==> config.mk <==
export PLATFORM = sky130hd
export DESIGN_NAME = timer_counter_flat
export DESIGN_NICKNAME = d
export VERILOG_FILES = /design/src/rtl/timer_pkg.sv /design/src/rtl/timer_counter_if.sv /design/src/rtl/timer_prescaler.sv /design/src/rtl/timer_counter.sv /design/src/flat_wrapper.sv
export SDC_FILE = /design/constraint.sdc
export NUM_CORES = 1
export LEC_CHECK = 0
export BUFFER_PORTS_ARGS = -buffer_cell sky130_fd_sc_hd__buf_2
export CAP_MARGIN = 20
export CORE_MARGIN = 5
export CORE_UTILIZATION = 35
export DETAILED_ROUTE_END_ITERATION = 8
export MAX_ROUTING_LAYER = met4
export PLACE_DENSITY_LB_ADDON = 0.05
export SYNTH_ARGS = -nofsm -noshare
export SYNTH_HDL_FRONTEND = slang
export SYNTH_HIERARCHICAL = 1
export SYNTH_SLANG_ARGS = --single-unit
==> constraint.sdc <==
create_clock -name clk -period 4.7 [get_ports clk]
set_input_delay 1.41 -clock clk [delete_from_list [all_inputs] [get_ports clk]]
set_output_delay 1.41 -clock clk [all_outputs]
set_load 0.005 [all_outputs]
==> src/rtl/timer_pkg.sv <==
// Shared definitions for the timer channel: state encoding, the enable/complete
// handshake seen by the timer FSM, and small sizing helpers.
package timer_pkg;

  // Counter state; the encoding is shared with the FSM side, so it is fixed.
  typedef logic [1:0] timer_state_t;

  localparam timer_state_t StIdle    = 2'd0;
  localparam timer_state_t StRun     = 2'd1;
  localparam timer_state_t StHold    = 2'd2;
  localparam timer_state_t StExpired = 2'd3;

  // Handshake wires presented to the timer FSM ({enable, complete}).
  typedef struct packed {
    logic enable;
    logic complete;
  } timer_hsk_t;

  localparam timer_hsk_t HskOff    = 2'b00;
  localparam timer_hsk_t HskActive = 2'b10;
  localparam timer_hsk_t HskDone   = 2'b11;

  // Handshake value for a given counter state.
  function automatic timer_hsk_t state_hsk(timer_state_t st);
    timer_hsk_t hsk;
    hsk = HskOff;
    case (st)
      StRun:     hsk = HskActive;
      StExpired: hsk = HskDone;
      default:   hsk = HskOff;
    endcase
    return hsk;
  endfunction

  // Prescaler counter width; a single bit even when PRESCALE is 1.
  function automatic int unsigned prescale_width(int unsigned prescale);
    return (prescale > 1) ? $clog2(prescale) : 1;
  endfunction

endpackage

==> src/rtl/timer_counter_if.sv <==
// Software-control and FSM-handshake bundle of one timer channel.
interface timer_counter_if #(
  parameter int unsigned WIDTH = 16
);

  logic             load;
  logic [WIDTH-1:0] load_value;
  logic             start;
  logic             pause;
  logic             trigger;
  logic             enable;
  logic             complete;
  logic [WIDTH-1:0] count;
  logic             busy;

  // Register interface / timer FSM side.
  modport master (
    output load, load_value, start, pause, trigger,
    input  enable, complete, count, busy
  );

  // Counter side.
  modport slave (
    input  load, load_value, start, pause, trigger,
    output enable, complete, count, busy
  );

endinterface

==> src/rtl/timer_prescaler.sv <==
// Prescaler for the timer channel: divides the clock by PRESCALE while run is
// high and flags the last phase as a count tick.
module timer_prescaler
  import timer_pkg::*;
#(
  parameter  int unsigned PRESCALE = 4,
  localparam int unsigned PhaseW   = prescale_width(PRESCALE)
) (
  input  logic              clk,
  input  logic              reset,
  input  logic              run,
  input  logic              clear,
  output logic              tick,
  output logic [PhaseW-1:0] phase
);

  localparam logic [PhaseW-1:0] PhaseLast = PhaseW'(PRESCALE - 1);

  logic [PhaseW-1:0] phase_q, phase_d;
  logic              at_last;

  assign at_last = (phase_q == PhaseLast);

  // Next phase: clear wins, otherwise advance and wrap while running, else hold.
  always_comb begin
    phase_d = phase_q;
    if (clear) begin
      phase_d = '0;
    end else if (run) begin
      phase_d = at_last ? '0 : phase_q + PhaseW'(1);
    end
  end

  // Phase register.
  always_ff @(posedge clk or posedge reset) begin
    if (reset) begin
      phase_q <= '0;
    end else begin
      phase_q <= phase_d;
    end
  end

  assign tick  = run & at_last;
  assign phase = phase_q;

endmodule

==> src/rtl/timer_counter.sv <==
// Programmable countdown engine for one timer channel. Drives enable/complete
// towards the timer FSM and takes its DONE output (trigger) as expiry ack.
module timer_counter
  import timer_pkg::*;
#(
  parameter int unsigned WIDTH       = 16,
  parameter int unsigned PRESCALE    = 4,
  parameter bit          AUTO_RELOAD = 1'b0
) (
  input logic            clk,
  input logic            reset,
  timer_counter_if.slave bus
);

  localparam int unsigned PhaseW = prescale_width(PRESCALE);

  timer_state_t      state_q, state_d;
  logic [WIDTH-1:0]  count_q, count_d;
  logic [WIDTH-1:0]  reload_q, reload_d;

  logic              pre_run;
  logic              pre_clear;
  logic              tick;
  logic [PhaseW-1:0] phase;
  logic              pause_eff;
  logic              count_nz;
  logic              reload_nz;
  timer_hsk_t        hsk;

  // start outranks pause, and load outranks both.
  assign pause_eff = bus.pause & ~bus.start;
  assign count_nz  = (count_q != '0);
  assign reload_nz = (reload_q != '0);

  // Prescaler advances only in RUN cycles that are not being paused or loaded,
  // so a pause coinciding with a tick swallows that decrement.
  assign pre_run = (state_q == StRun) & ~bus.load & ~pause_eff;

  // Fresh prescale period on load, on start from IDLE and on auto-reload.
  always_comb begin
    pre_clear = 1'b0;
    if (bus.load) begin
      pre_clear = 1'b1;
    end else if (state_q == StIdle && bus.start && count_nz) begin
      pre_clear = 1'b1;
    end else if (state_q == StExpired && bus.trigger && AUTO_RELOAD && reload_nz) begin
      pre_clear = 1'b1;
    end
  end

  timer_prescaler #(
    .PRESCALE (PRESCALE)
  ) u_prescaler (
    .clk   (clk),
    .reset (reset),
    .run   (pre_run),
    .clear (pre_clear),
    .tick  (tick),
    .phase (phase)
  );

  // Next state, count and reload value.
  always_comb begin
    state_d  = state_q;
    count_d  = count_q;
    reload_d = reload_q;
    if (bus.load) begin
      count_d  = bus.load_value;
      reload_d = bus.load_value;
      state_d  = StIdle;
    end else begin
      case (state_q)
        StIdle: begin
          if (bus.start && count_nz) begin
            state_d = StRun;
          end
        end
        StRun: begin
          if (pause_eff) begin
            state_d = StHold;
          end else if (tick && count_nz) begin
            count_d = count_q - WIDTH'(1);
            if (count_q == WIDTH'(1)) begin
              state_d = StExpired;
            end
          end
        end
        StHold: begin
          if (bus.start) begin
            state_d = StRun;
          end
        end
        StExpired: begin
          if (bus.trigger) begin
            if (AUTO_RELOAD && reload_nz) begin
              count_d = reload_q;
              state_d = StRun;
            end else begin
              state_d = StIdle;
            end
          end
        end
        default: state_d = StIdle;
      endcase
    end
  end

  // State, count and reload registers.
  always_ff @(posedge clk or posedge reset) begin
    if (reset) begin
      state_q  <= StIdle;
      count_q  <= '0;
      reload_q <= '0;
    end else begin
      state_q  <= state_d;
      count_q  <= count_d;
      reload_q <= reload_d;
    end
  end

  // Outputs decode straight from registered state; no input-to-output paths.
  assign hsk          = state_hsk(state_q);
  assign bus.enable   = hsk.enable;
  assign bus.complete = hsk.complete;
  assign bus.busy     = (state_q == StRun) | (state_q == StHold);
  assign bus.count    = count_q;

  // A held counter must resume from exactly the prescaler phase it stopped at.
  a_hold_keeps_phase: assert property (@(posedge clk) disable iff (reset)
      (state_q == StHold && !bus.load) |=> $stable(phase));

  // RUN is only ever entered with something left to count.
  a_run_nonzero: assert property (@(posedge clk) disable iff (reset)
      (state_q == StRun) |-> count_nz);

endmodule

==> src/flat_wrapper.sv <==
// flat-port wrapper written by rule: the top's interface ports become plain ports
module timer_counter_flat import timer_pkg::*;
#(
  parameter int unsigned WIDTH       = 16,
  parameter int unsigned PRESCALE    = 4,
  parameter bit          AUTO_RELOAD = 1'b0
)
  (clk, reset, bus_load, bus_load_value, bus_start, bus_pause, bus_trigger, bus_enable, bus_complete, bus_count, bus_busy);
  timer_counter_if #(.WIDTH(WIDTH)) bus_i ();
  input logic clk;
  input logic reset;
  input wire logic [$bits(bus_i.load)-1:0] bus_load;
  input wire logic [$bits(bus_i.load_value)-1:0] bus_load_value;
  input wire logic [$bits(bus_i.start)-1:0] bus_start;
  input wire logic [$bits(bus_i.pause)-1:0] bus_pause;
  input wire logic [$bits(bus_i.trigger)-1:0] bus_trigger;
  output wire logic [$bits(bus_i.enable)-1:0] bus_enable;
  output wire logic [$bits(bus_i.complete)-1:0] bus_complete;
  output wire logic [$bits(bus_i.count)-1:0] bus_count;
  output wire logic [$bits(bus_i.busy)-1:0] bus_busy;
  assign bus_i.load = bus_load;
  assign bus_i.load_value = bus_load_value;
  assign bus_i.start = bus_start;
  assign bus_i.pause = bus_pause;
  assign bus_i.trigger = bus_trigger;
  assign bus_enable = bus_i.enable;
  assign bus_complete = bus_i.complete;
  assign bus_count = bus_i.count;
  assign bus_busy = bus_i.busy;
  timer_counter #(.WIDTH(WIDTH), .PRESCALE(PRESCALE), .AUTO_RELOAD(AUTO_RELOAD)) u_core (.clk(clk), .reset(reset), .bus(bus_i));
endmodule
==> results of run 1 <==
worst max-delay path, stage by stage:
cell and delay [ns]:
buf_2 0.10, and2b_2 0.26, nand2b_1 0.20, nor2_1 0.20, and2_1 0.18, nand2_1 0.12, nor3b_2 0.44, nand4_1 0.20
xor2_1 0.18, o21ai_1 0.07
per-layer routing:
| layer | GRT usage (%) | vias up |
|---|---|---|
| met2 | 19.9 | 33 |
| met3 | 2.49 | 5 |
| met5 | - | - |
| met4 | 4.38 | 0 |
| met1 | 17.4 | 537 |
| li1 | - | 584 |
where the power goes:
| part | leakage (µW) | total [µW] | internal, µW | switching, µW |
|---|---|---|---|---|
| Clock | 0.0000288 | 134 | 74.6 | 59.2 |
| Sequential | 0.000248 | 210 | 187 | 23.7 |
| Combinational | 0.000457 | 95.8 | 47.0 | 48.8 |
final timing paths:
check / to / depth (start not counted) / slack (ns) / startpoint
hold reg to reg: u_core/u_prescaler/phase[1] / 2 / 0.57 / u_core/u_prescaler/phase[1]
hold / removal: u_core/u_prescaler/phase[1] / 2 / 0.57 / u_core/u_prescaler/phase[1]
setup / recovery: u_core/bus.count[10] / 10 / 1.47 / bus_start
min in group asynchronous: u_core/u_prescaler/phase[0] / 2 / 0.99 / reset
setup reg to reg: u_core/bus.count[10] / 10 / 2.31 / u_core/state_q[1]
max in group asynchronous: u_core/bus.count[15] / 2 / 2.95 / reset
registers in the layout (all words and copies together) (netlist names):
register	cells
u_core/bus.count	16
u_core/state_q	2
u_core/u_prescaler/phase	2
placed cells by master, fill, tap and decap left out, drive strengths merged:
| cell | Yosys | layout |
|---|---|---|
| nand4b | 2 | 2 |
| and4 | 2 | 2 |
| nand4 | 7 | 7 |
| ha | 8 | 8 |
| or2 | 1 | 1 |
| inv | 7 | 7 |
| nand3 | 4 | 4 |
| clkbuf | 4 | 4 |
| a21oi | 4 | 4 |
| or3b | 1 | 1 |
| nor2 | 7 | 7 |
| or3 | 1 | 1 |
| nand2b | 2 | 2 |
| mux2 | 1 | 1 |
| nor4 | 5 | 5 |
| buf | 0 | 40 |
| nor3 | 4 | 4 |
| a31o | 2 | 2 |
| and2 | 1 | 1 |
| nand3b | 1 | 1 |
| xor2 | 13 | 13 |
| xnor2 | 1 | 1 |
| o22ai | 1 | 1 |
| mux2i | 3 | 3 |
| dfrtp | 20 | 20 |
| and2b | 1 | 1 |
| nor3b | 3 | 3 |
| o21ai | 16 | 16 |
| or4 | 1 | 1 |
| a31oi | 1 | 1 |
| nor2b | 1 | 1 |
| nand2 | 18 | 18 |
area by class of cell:
type	instances	area (µm²)	share of cell area (%)
Timing Repair Buffer	40	200	12.1
Inverter	7	26.3	1.58
Tap cell	48	60.1	3.62
Clock buffer	4	55.1	3.32
Sequential cell	20	500	30.2
Multi-Input combinational cell	112	817	49.2
kinds of logic (layout without fill, tap and decap cells):
| kind of cell | after synthesis | count (layout) |
|---|---|---|
| and+or+nand+nor | 62 | 62 |
| AOI/OAI and AO/OA | 24 | 24 |
| DFF | 20 | 20 |
| xor gates and xnor gates | 14 | 14 |
| buffers and inverters | 11 | 51 |
| adders and majority gates | 8 | 8 |
| muxes | 4 | 4 |
through the flow:
step                      hold WS, ns  utilization, %  setup WS [ns]  total power, µW
after floorplan                 0.490               -           1.53              272
after global placement          0.529            43.2           1.21              310
after detailed placement        0.566            43.2           1.16              311
after CTS                       0.588            44.6           1.44              448
after global routing            0.600            44.6           1.20              468
final                           0.571            44.6           1.47              440
==> results.py, run 1 <==
metrics = {
    "run_status": {
        "outcome": "complete, no violations",
    },
    "logic_synthesis": {
        "synthCells": 143,
        "yosysMostFrequentCell": "dfrtp_1",
        "yosysTopAreaCell": "dfrtp_1",
        "yosysTopAreaCellShare_pct": 36.8,
        "seq_area_frac_synth_pct": 36.8,
        "yosysWarnings": 6,
        "synth-xor-area-share_pct": 9.02,
        "ys_top_cells_by_count": "dfrtp_1 (20), nand2_1 (18), o21ai_1 (14), xor2_1 (13), ha_1 (8)",
        "syn_area_per_cell_um2": 9.50,
        "syn_area_um2": 1360,
        "synth_cell_types": 37,
        "synth_edf_count": 0,
        "synth_fa_ha_area_share_pct": 7.37,
        "async_flop_share_pct": 100,
        "synth.mux.area_fraction_pct": 3.04,
        "synth-simple-area-share_pct": 30.6,
        "syn_nets": 173,
        "synth.ff_latch_count": 20,
        "synth.top_cells.by_area": "dfrtp_1 (37%), xor2_1 (8.4%), ha_1 (7.4%)",
        "ys.flop_type": "dfrtp_1",
        "synth_top_family_by_area": "simple AND/OR/NAND/NOR gates",
        "synth_compound_gate_area_share_pct": 10.1,
    },
    "timing": {
        "maxSlewViolCount": 0,
        "period_share_pct": 68.8,
        "clock_skew_ns": 0.000947,
        "setup_tns_ns": 0,
        "worst_pin_slew_ns": 0.753,
        "fmax_ghz": 0.309,
        "min_period_ns": 3.23,
        "setup_violations": 0,
        "rsz0062_at_grt": "false",
        "finalHoldViolCount": 0,
        "relSlewSlack_pct": 49.7,
    },
    "clocking": {
        "post_cts_buffers": 0,
        "cts_resized": 0,
        "cts_tree": "yes",
        "hold_buffers": 0,
        "clk_latency_ns": 0.26,
        "path_clk_slew_ns": 0.08,
        "ctsRootBufferMaster": "clkbuf_8",
        "numClockSinks": 20,
        "htree_levels": 1,
        "cts_buffer_depth": 2,
        "cts_buffers": 3,
    },
    "floorplanning": {
        "die-width_um": 72.3,
        "dieArea_um2": 5230,
        "dieHeight_um": 72.3,
        "coreArea_um2": 3720,
        "rows": 22,
        "ios": 41,
        "initial_core_util_pct": 36.6,
    },
    "detailed_routing": {
        "drc_errors": 0,
        "antenna_left": 0,
        "firstDrtPassIters": 4,
        "route.met2.wl_mm": 1.52,
        "post_drt_wl_per_cell_um": 13.7,
        "drt_wl_total_mm": 3.16,
        "vias": 1159,
        "avgViaCountPerCell": 5.02,
        "highest_layer": "met4",
        "routedLengthMet1_mm": 1.41,
        "wl_met3_um": 191,
        "drtIter0Drc": 53,
    },
    "grt": {
        "grt_pass1_vias": 1104,
        "grt_max_degree": 36,
        "antenna_found_initial": 0,
        "grt_use_total_pct": 13.1,
        "overflow": 0,
        "grt_pass1_wl_mm": 5.25,
    },
    "critical_path": {
        "start_kind": "input port",
        "required_ns": 4.83,
        "critPathCaptureType": "register",
        "criticalPathCategory": "in -> reg",
        "cp_max_fo": 7,
        "crit_arrival_ns": 3.36,
    },
    "flow_run": {
        "cap_violations": 0,
    },
    "final_layout": {
        "insertedDiodeCount": 0,
        "fill_cells": 387,
        "fin_area_um2": 1660,
        "drive_gt1_share_pct": 32.2,
        "nets": 214,
        "fin_cells": 231,
        "areaGrowthSynthToFinish_pct": 22.1,
    },
    "power_and_ir_drop": {
        "p_leak_uw": 0.000733,
        "power.density_nw_per_um2": 265,
        "ir_drop_uv": 117,
    },
    "placement": {
        "post-dp-hpwl_mm": 2.38,
        "io_buffers": 40,
        "postPlaceCellArea_um2": 1600,
        "gp_congestion": 0.775,
        "placed_cells": 227,
    },
    "min_path": {
        "min_path_type": "reg -> reg",
    },
}
Power figures use the tool's default switching activity.
==> run 2: changes to the inputs <==
==> constraint.sdc (replaced) <==
create_clock -name clk -period 2.9 [get_ports clk]
set_input_delay 0.87 -clock clk [delete_from_list [all_inputs] [get_ports clk]]
set_output_delay 0.87 -clock clk [all_outputs]
set_load 0.005 [all_outputs]
==> run 2 against run 1 <==
Effect of this change: clock skew up 0.00075 ns; via count down 1.3%; sequential power up 62%; power up 55%; count of clock-buffer cells in the layout down 1; critical path depth down 1; first-iteration DRC count up 7.5%; combinational power up 65%.
==> results.py, run 2 (synthesized netlist as in run 1, its figures left out) <==
metrics = {
    "run_status": {
        "outcome": "complete, no violations",
    },
    "detailed_routing": {
        "drtIter0Drc": 57,
        "antenna_left": 0,
        "firstDrtPassIters": 4,
        "vias": 1144,
        "drt_wl_total_mm": 3.24,
        "drc_errors": 0,
        "avgViaCountPerCell": 4.89,
        "post_drt_wl_per_cell_um": 13.9,
    },
    "final_layout": {
        "layout_common_cells": "buf_2 (40), dfrtp_1 (20), nand2_1 (18), o21ai_1 (14), xor2_1 (13)",
        "largest_reg_flops": 16,
        "post-route-util_pct": 45.1,
        "final_common_cell": "buf_2",
        "insertedDiodeCount": 0,
        "nets": 218,
        "drive_gt1_share_pct": 33.3,
        "fin_cells": 234,
        "areaGrowthSynthToFinish_pct": 23.3,
    },
    "placement": {
        "placed_cells": 231,
        "post-dp-hpwl_mm": 2.46,
        "gp_congestion": 0.823,
        "io_buffers": 40,
    },
    "clocking": {
        "hold_buffers": 0,
        "clk_latency_ns": 0.25,
        "numClockSinks": 20,
        "cts_tree": "yes",
        "cts_buffers": 3,
        "htree_levels": 1,
        "cts_resized": 0,
        "ctsRootBufferMaster": "clkbuf_8",
        "post_cts_buffers": 0,
        "cts_buffer_depth": 2,
        "path_clk_slew_ns": 0.07,
    },
    "critical_path": {
        "r2r_cells": 9,
        "required_ns": 3.04,
        "critPathCaptureType": "register",
        "crit_arrival_ns": 2.65,
        "start_kind": "input port",
        "cp_max_fo": 5,
        "rr_startpoint": "u_core/state_q[1]",
        "criticalPathCategory": "in -> reg",
        "regToRegSetupSlack_ns": 0.70,
        "r2r_end": "u_core/bus.count[1]",
    },
    "floorplanning": {
        "rows": 22,
        "ios": 41,
        "dieArea_um2": 5230,
        "coreArea_um2": 3720,
        "die-width_um": 72.3,
        "initial_core_util_pct": 36.6,
        "dieHeight_um": 72.3,
    },
    "min_path": {
        "min_path_type": "in -> async",
    },
    "timing": {
        "worst_pin_slew_ns": 0.769,
        "fmax_ghz": 0.399,
        "clock_skew_ns": 0.00170,
        "setup_violations": 0,
        "setup_tns_ns": 0,
        "rsz0062_at_grt": "false",
        "maxSlewViolCount": 0,
        "finalHoldViolCount": 0,
        "period_share_pct": 86.5,
        "holdWs_ns": 0.459,
        "relSlewSlack_pct": 48.7,
        "min_period_ns": 2.51,
    },
    "grt": {
        "grt_max_degree": 35,
        "grt_pass1_vias": 1106,
        "grt_pass1_wl_mm": 5.24,
        "antenna_found_initial": 0,
        "grt_use_total_pct": 13.2,
        "overflow": 0,
    },
    "power_and_ir_drop": {
        "seqPwrFrac_pct": 49.9,
        "p_switching_uw": 211,
        "power_uw": 684,
        "ir_drop_uv": 149,
        "power_switching_share_pct": 30.8,
        "power.density_nw_per_um2": 408,
        "p_leak_uw": 0.000747,
        "internal_power_uw": 473,
        "combinationalPowerShare_pct": 23.1,
        "clock_power_share_pct": 26.9,
    },
    "flow_run": {
        "cap_violations": 0,
    },
}
[run 2: worst max path at each step]
stage	start	endpoint	slack, ns	cells after the start
CTS	bus_start	u_core/bus.count[1]	0.39	9
detailed placement	bus_start	u_core/bus.count[1]	0.12	9
finish	bus_start	u_core/bus.count[1]	0.39	9
global placement	bus_start	u_core/bus.count[1]	0.19	9
floorplan	bus_start	u_core/bus.count[1]	0.27	8
global route	bus_start	u_core/bus.count[1]	0.30	9
[run 2: per-layer routing]
layer / part of all wire, % / vias to the layer above / track usage [%]
met5: 0 / - / -
met4: 0.74 / 0 / 4.38
met3: 4.5 / 2 / 2.63
li1: - / 594 / -
met2: 46 / 23 / 20.3
met1: 48 / 525 / 17.3
[run 2: critical path: stages]
cell	delay, ns
buf_2	0.10
and2b_2	0.26
nand2b_1	0.19
nor2_1	0.12
and2_1	0.16
nand2_1	0.13
or3_1	0.43
mux2i_1	0.14
mux2_2	0.25
[run 2: cell type report]
class	count	area, µm²
Fill cell	389	2040
Multi-Input combinational cell	112	817
Sequential cell	20	500
Timing Repair Buffer	44	230
Tap cell	48	60.1
Clock buffer	3	41.3
Inverter	7	26.3
[run 2: power by group through the flow]
stage / Sequential (µW) / Clock (µW) / Combinational (µW)
2_1_floorplan: 343 / 0 / 98.2
3_3_place_gp: 346 / 0 / 158
3_5_place_dp: 348 / 0 / 160
4_1_cts: 342 / 191 / 161
5_1_grt: 346 / 201 / 177
6_report: 341 / 184 / 158
[run 2: metrics by stage]
step,instance area (µm²),setup WS (ns)
floorplan,1360,0.275
global placement,1630,0.187
CTS,1680,0.392
detailed placement,1630,0.118
finish,1680,0.391
global route,1680,0.298
